===== src/rtl/vscale_muldiv_seq.sv =====
// Iterative radix-2 multiply/divide unit for RV32M. One request is accepted in
// IDLE, stepped XPR_LEN times, sign-corrected in FINISH, then held in DONE until
// the consumer takes it.
//
//   state   | meaning
//   --------+--------------------------------------------------------------
//   IDLE    | ready for a request; operands latched on acceptance
//   COMPUTE | one shift-add (mul) or shift-subtract (div) step per cycle
//   FINISH  | cycle 1: conditional negate, cycle 2: select and register result
//   DONE    | resp_valid high, result held until resp_ready
module vscale_muldiv_seq #(
  parameter int XPR_LEN = 32
) (
  input  logic               clk,
  input  logic               reset,
  input  logic               req_valid,
  output logic               req_ready,
  input  logic [2:0]         req_op,
  input  logic [XPR_LEN-1:0] req_in1,
  input  logic [XPR_LEN-1:0] req_in2,
  input  logic               kill,
  output logic               resp_valid,
  input  logic               resp_ready,
  output logic [XPR_LEN-1:0] resp_result
);

  localparam int CW = $clog2(XPR_LEN);

  localparam logic [2:0] OP_MUL    = 3'd0;
  localparam logic [2:0] OP_MULH   = 3'd1;
  localparam logic [2:0] OP_MULHSU = 3'd2;
  localparam logic [2:0] OP_DIV    = 3'd4;
  localparam logic [2:0] OP_DIVU   = 3'd5;
  localparam logic [2:0] OP_REM    = 3'd6;

  typedef enum logic [1:0] {
    IDLE    = 2'd0,
    COMPUTE = 2'd1,
    FINISH  = 2'd2,
    DONE    = 2'd3
  } state_t;

  state_t             state_q, state_d;
  logic [2:0]         op_q;
  logic               neg_q;
  logic [XPR_LEN-1:0] b_q;
  logic [XPR_LEN-1:0] hi_q;
  logic [XPR_LEN-1:0] lo_q;
  logic [CW-1:0]      cnt_q;
  logic               fin_q;

  logic               sgn1, sgn2, neg_in, last_step, accept;
  logic [XPR_LEN-1:0] mag1, mag2;
  logic [XPR_LEN:0]   mul_sum;
  logic [XPR_LEN:0]   div_r;
  logic               div_ge;
  logic [XPR_LEN-1:0] rem_next;
  logic [2*XPR_LEN-1:0] prod_neg;

  // Request decode: operand magnitudes and the sign of the final result.
  always_comb begin
    sgn1   = 1'b0;
    sgn2   = 1'b0;
    neg_in = 1'b0;
    if (req_op == OP_MULH || req_op == OP_MULHSU || req_op == OP_DIV || req_op == OP_REM)
      sgn1 = req_in1[XPR_LEN-1];
    if (req_op == OP_MULH || req_op == OP_DIV || req_op == OP_REM)
      sgn2 = req_in2[XPR_LEN-1];
    mag1 = sgn1 ? -req_in1 : req_in1;
    mag2 = sgn2 ? -req_in2 : req_in2;
    if (!req_op[2])
      neg_in = sgn1 ^ sgn2;
    else if (req_op == OP_DIV)
      neg_in = (req_in2 == '0) ? 1'b0 : (sgn1 ^ sgn2);
    else if (req_op == OP_REM)
      neg_in = sgn1;
  end

  // One iteration of the multiplier (shift-add) and divider (restoring subtract).
  // A zero divisor always "fits", giving an all-ones quotient and the dividend
  // shifted intact into the remainder.
  always_comb begin
    mul_sum  = {1'b0, hi_q} + (lo_q[0] ? {1'b0, b_q} : '0);
    div_r    = {hi_q, lo_q[XPR_LEN-1]};
    div_ge   = div_r >= {1'b0, b_q};
    rem_next = div_ge ? (div_r[XPR_LEN-1:0] - b_q) : div_r[XPR_LEN-1:0];
    prod_neg = -{hi_q, lo_q};
  end

  assign last_step = (cnt_q == CW'(XPR_LEN - 1));
  assign accept    = req_valid && !kill;

  // State register.
  always_ff @(posedge clk or posedge reset) begin
    if (reset) state_q <= IDLE;
    else       state_q <= state_d;
  end

  // Next-state decode and state-derived handshake outputs.
  always_comb begin
    state_d    = state_q;
    req_ready  = 1'b0;
    resp_valid = 1'b0;
    case (state_q)
      IDLE: begin
        req_ready = 1'b1;
        if (accept) state_d = COMPUTE;
      end
      COMPUTE: begin
        if (kill)           state_d = IDLE;
        else if (last_step) state_d = FINISH;
      end
      FINISH: begin
        if (kill)       state_d = IDLE;
        else if (fin_q) state_d = DONE;
      end
      DONE: begin
        resp_valid = 1'b1;
        if (kill || resp_ready) state_d = IDLE;
      end
      default: state_d = IDLE;
    endcase
  end

  // Operand latch, iteration datapath, sign correction and result register.
  always_ff @(posedge clk or posedge reset) begin
    if (reset) begin
      op_q        <= '0;
      neg_q       <= 1'b0;
      b_q         <= '0;
      hi_q        <= '0;
      lo_q        <= '0;
      cnt_q       <= '0;
      fin_q       <= 1'b0;
      resp_result <= '0;
    end else begin
      case (state_q)
        IDLE: begin
          if (accept) begin
            op_q  <= req_op;
            neg_q <= neg_in;
            b_q   <= mag2;
            hi_q  <= '0;
            lo_q  <= mag1;
            cnt_q <= '0;
            fin_q <= 1'b0;
          end
        end
        COMPUTE: begin
          cnt_q <= cnt_q + CW'(1);
          if (!op_q[2]) begin
            hi_q <= mul_sum[XPR_LEN:1];
            lo_q <= {mul_sum[0], lo_q[XPR_LEN-1:1]};
          end else begin
            hi_q <= rem_next;
            lo_q <= {lo_q[XPR_LEN-2:0], div_ge};
          end
        end
        FINISH: begin
          if (!fin_q) begin
            fin_q <= 1'b1;
            if (neg_q) begin
              if (!op_q[2]) begin
                hi_q <= prod_neg[2*XPR_LEN-1:XPR_LEN];
                lo_q <= prod_neg[XPR_LEN-1:0];
              end else begin
                hi_q <= -hi_q;
                lo_q <= -lo_q;
              end
            end
          end else begin
            resp_result <= (op_q == OP_MUL || op_q == OP_DIV || op_q == OP_DIVU) ? lo_q : hi_q;
          end
        end
        default: ;
      endcase
    end
  end

endmodule

===== config.mk =====
export PLATFORM = sky130hd
export DESIGN_NAME = vscale_muldiv_seq
export DESIGN_NICKNAME = d
export VERILOG_FILES = /design/src/rtl/vscale_muldiv_seq.sv
export SDC_FILE = /design/constraint.sdc
export NUM_CORES = 1
export LEC_CHECK = 0
export BUFFER_PORTS_ARGS = -buffer_cell sky130_fd_sc_hd__buf_2
export CAP_MARGIN = 25
export CORE_UTILIZATION = 36
export CTS_CLUSTER_DIAMETER = 40
export CTS_CLUSTER_SIZE = 25
export DETAILED_ROUTE_END_ITERATION = 10
export PLACE_DENSITY = 0.48
export SLEW_MARGIN = 25
export SYNTH_ARGS = -nofsm -noshare
export SYNTH_HDL_FRONTEND = slang
export SYNTH_SLANG_ARGS = --single-unit

===== constraint.sdc =====
create_clock -name clk -period 12.6 [get_ports clk]
set_clock_uncertainty 0.15 [all_clocks]
set_input_delay 1.26 -clock clk [delete_from_list [all_inputs] [get_ports clk]]
set_output_delay 1.26 -clock clk [all_outputs]
set_load 0.05 [all_outputs]

==> impl_metrics.toml <==
[place]
port_buffers = 105
hpwl_mm = 36.3
dpl_cell_area_mm2 = 0.0142
routabilityCongestion = 0.861
pre_cts_slack_ns = 8.00

[synth]
ys_seq_area_share_pct = 26.2
synth-xor-area-share_pct = 8.53
syn_inst = 1743
synthSimpleGateAreaFrac_pct = 20.1
synth_area_leader_cell = "dfrtp_1"
synth_area_per_cell_um2 = 7.66
netlist_top_cells_area = "dfrtp_1 26%, ha_1 7.0%, a21oi_1 6.7%"
yosysWarnings = 0
synth_fa_ha_area_share_pct = 7.33
synth_edf_count = 0
synth-compound-area-share_pct = 26.4
syn_nets = 1892
synth_top_cell_area_share_pct = 26.2
async_reset_ff_share_pct = 100
synth_area_mm2 = 0.0133
synth_top_family_by_area = "compound AO/OA/AOI/OAI gates"
synthMuxAreaShare_pct = 6.35
yosys_register_bits = 140
ys_types = 71
synth_flop_cell = "dfrtp_1"

[detailed_routing]
drt-wirelength-per-cell_um = 21.5
via_per_inst = 5.83
first_pass_iters = 5
via_count = 13171
initialDrtViolationCount = 1101
final_antenna_net_count = 0
routed_wl_mm = 48.6
drc = 0

[clock_network]
cts_buffer_depth = 2
clk_latency_ns = 0.45
hold_buffers = 0
cts_buffers = 17
root_buffer = "clkbuf_16"
htreeDepth = 4
cts_tree = "yes"
post_cts_buffers = 0
clk_pin_slew_worst_paths_ns = 0.08
cts_sinks = 140
cts_resized = 0

[hold_path]
min_to = "b_q[29]$_DFFE_PP0P_"
min_from = "b_q[29]$_DFFE_PP0P_"
min_path_cells = 2
hp-class = "flip-flop to flip-flop"

[timing]
hold_violations = 0
timing.final.ws_setup_ns = 8.24
setup_tns_ns = 0
maxSlewViolCount = 0
finalSetupViolCount = 0
rsz0062_at_grt = "false"
worst_pin_slew_ns = 1.06
fin_crit_ns = 4.36
period_share_pct = 34.6
max_slew_margin_pct = 28.8
max_freq_mhz = 229

[run_status]
outcome = "finished clean"

[power]
total_power_mw = 3.90
p_leak_nw = 6.56
ir_worst_vdd_v = 0.000142
powerDensity_mw_per_mm2 = 263

[run]
cap_viol_max_count = 0

[setup_path]
r2r.worst_path.cells = 13
critPathMaxFanout = 30
reg2reg_slack_ns = 8.24
worstPathArrival_ns = 4.54
timing.rr.end = "hi_q[30]$_DFFE_PP0P_"
r2r-start = "lo_q[0]$_DFFE_PP0P_"
cp.required_ns = 12.77
critical_path_class = "flip-flop to flip-flop"
cp-end-kind = "flip-flop"
start_kind = "flip-flop"

[die]
die_w_um = 195
die_h_um = 195
initial_core_util_pct = 36.6
fp.dieArea_mm2 = 0.0379
boundaryPins = 106
num_rows = 70
core_mm2 = 0.0365

[global_route]
grt_pass1_wl_mm = 75.8
antenna_found_initial = 0
grt_overflow = 0
grt_pass1_vias = 12439
track_usage_pct = 25.8
grt_max_degree = 79

[finish]
design_area_mm2 = 0.0148
drive_gt1_share_pct = 11.2
layout_common_cells = "178 x nor2_1, 178 x a21oi_1, 163 x nand2_1, 163 x o21ai_0, 139 x dfrtp_1"
antennaDiodeCount = 0
nets = 1927
finalCoreUtilization_pct = 40.5
syn2layout_area_growth_pct = 10.9
[stage by stage]
step / hold WS [ns] / cells
after global placement: 0.310 / 2226
after CTS: 0.335 / 2258
after detailed placement: 0.321 / 2226
final: 0.328 / 2259
after global routing: 0.349 / 2259
after floorplan: 0.300 / 1743
[synth_stat cells (all sizes together) (19+ instances only)]
library cell and instances:
dfrtp 140, nor3 46, o31ai 23, mux2i 70, nor2 179, a31oi 22
o21a 19, a21o 29, a211oi 20, xor2 68, o21ai 163, clkbuf 102
nand2 165, xnor2 62, nand2b 25, ha 75, inv 69, nand3 27
or3 20, nor4 22, a21oi 179
[routing by layer]
metal / up-vias / global-route usage (%) / wire, µm
met2: 347 / 40.3 / 21600
met4: 0 / 7.08 / 1070
met1: 6358 / 37.0 / 23900
li1: 6407 / - / -
met5: - / 0 / 0
met3: 59 / 3.31 / 2020
[worst max path at each step]
| stage | startpoint | end | slack (ns) | cells past startpoint |
|---|---|---|---|---|
| 6_report | lo_q[0]$_DFFE_PP0P_ | hi_q[30]$_DFFE_PP0P_ | 8.24 | 13 |
| 5_1_grt | lo_q[0]$_DFFE_PP0P_ | hi_q[30]$_DFFE_PP0P_ | 7.95 | 13 |
| 4_1_cts | lo_q[0]$_DFFE_PP0P_ | hi_q[30]$_DFFE_PP0P_ | 8.18 | 13 |
| 3_5_place_dp | kill | hi_q[25]$_DFFE_PP0P_ | 8.00 | 12 |
| 3_3_place_gp | kill | hi_q[25]$_DFFE_PP0P_ | 8.05 | 12 |
| 2_1_floorplan | reset | b_q[0]$_DFFE_PP0P_ | 7.44 | 1 |
[logic make-up (layout without fill, tap and decap cells)]
kind of cell / after synthesis / after routing
AO/OA/AOI/OAI: 571 / 571
XOR/XNOR: 130 / 130
adder cells (fa/ha/maj): 77 / 77
buffers and inverters: 176 / 224
flip-flops: 140 / 140
multiplexers: 83 / 83
AND/OR/NAND/NOR: 566 / 566
[power by group]
group	internal (mW)	leakage [nW]	switching, mW
sequential	0.643	1.77	0.267
clock	0.293	0.275	0.226
combinational	0.854	4.51	1.62
[worst max-delay path, cell delays in order, from the launching register on]
cell and delay, ns:
dfrtp_1 0.48, inv_1 0.14, buf_4 0.37, nor2_1 0.08, ha_1 0.24, a211oi_1 0.47, o211ai_1 0.29, a31oi_1 0.60
a21oi_1 0.23, o21ai_0 0.34, a21boi_0 0.26, mux2_2 0.33, o21ai_0 0.14, o21ai_0 0.11
[layout make-up]
type,instances,area (µm²)
Clock buffer,20,437
Sequential cell,140,3500
Timing Repair Buffer,123,658
Fill cell,3827,21700
Multi-Input combinational cell,1427,9220
Clock inverter,12,138
Inverter,69,264
Tap cell,468,586
[registers in the layout, indices dropped and copies added (netlist names)]
register / flops
resp_result: 32
state_q: 2
neg_q: 1
lo_q: 32
hi_q: 32
cnt_q: 5
fin_q: 1
op_q: 3
b_q: 32
No activity file was read; power rests on OpenSTA's default activity.
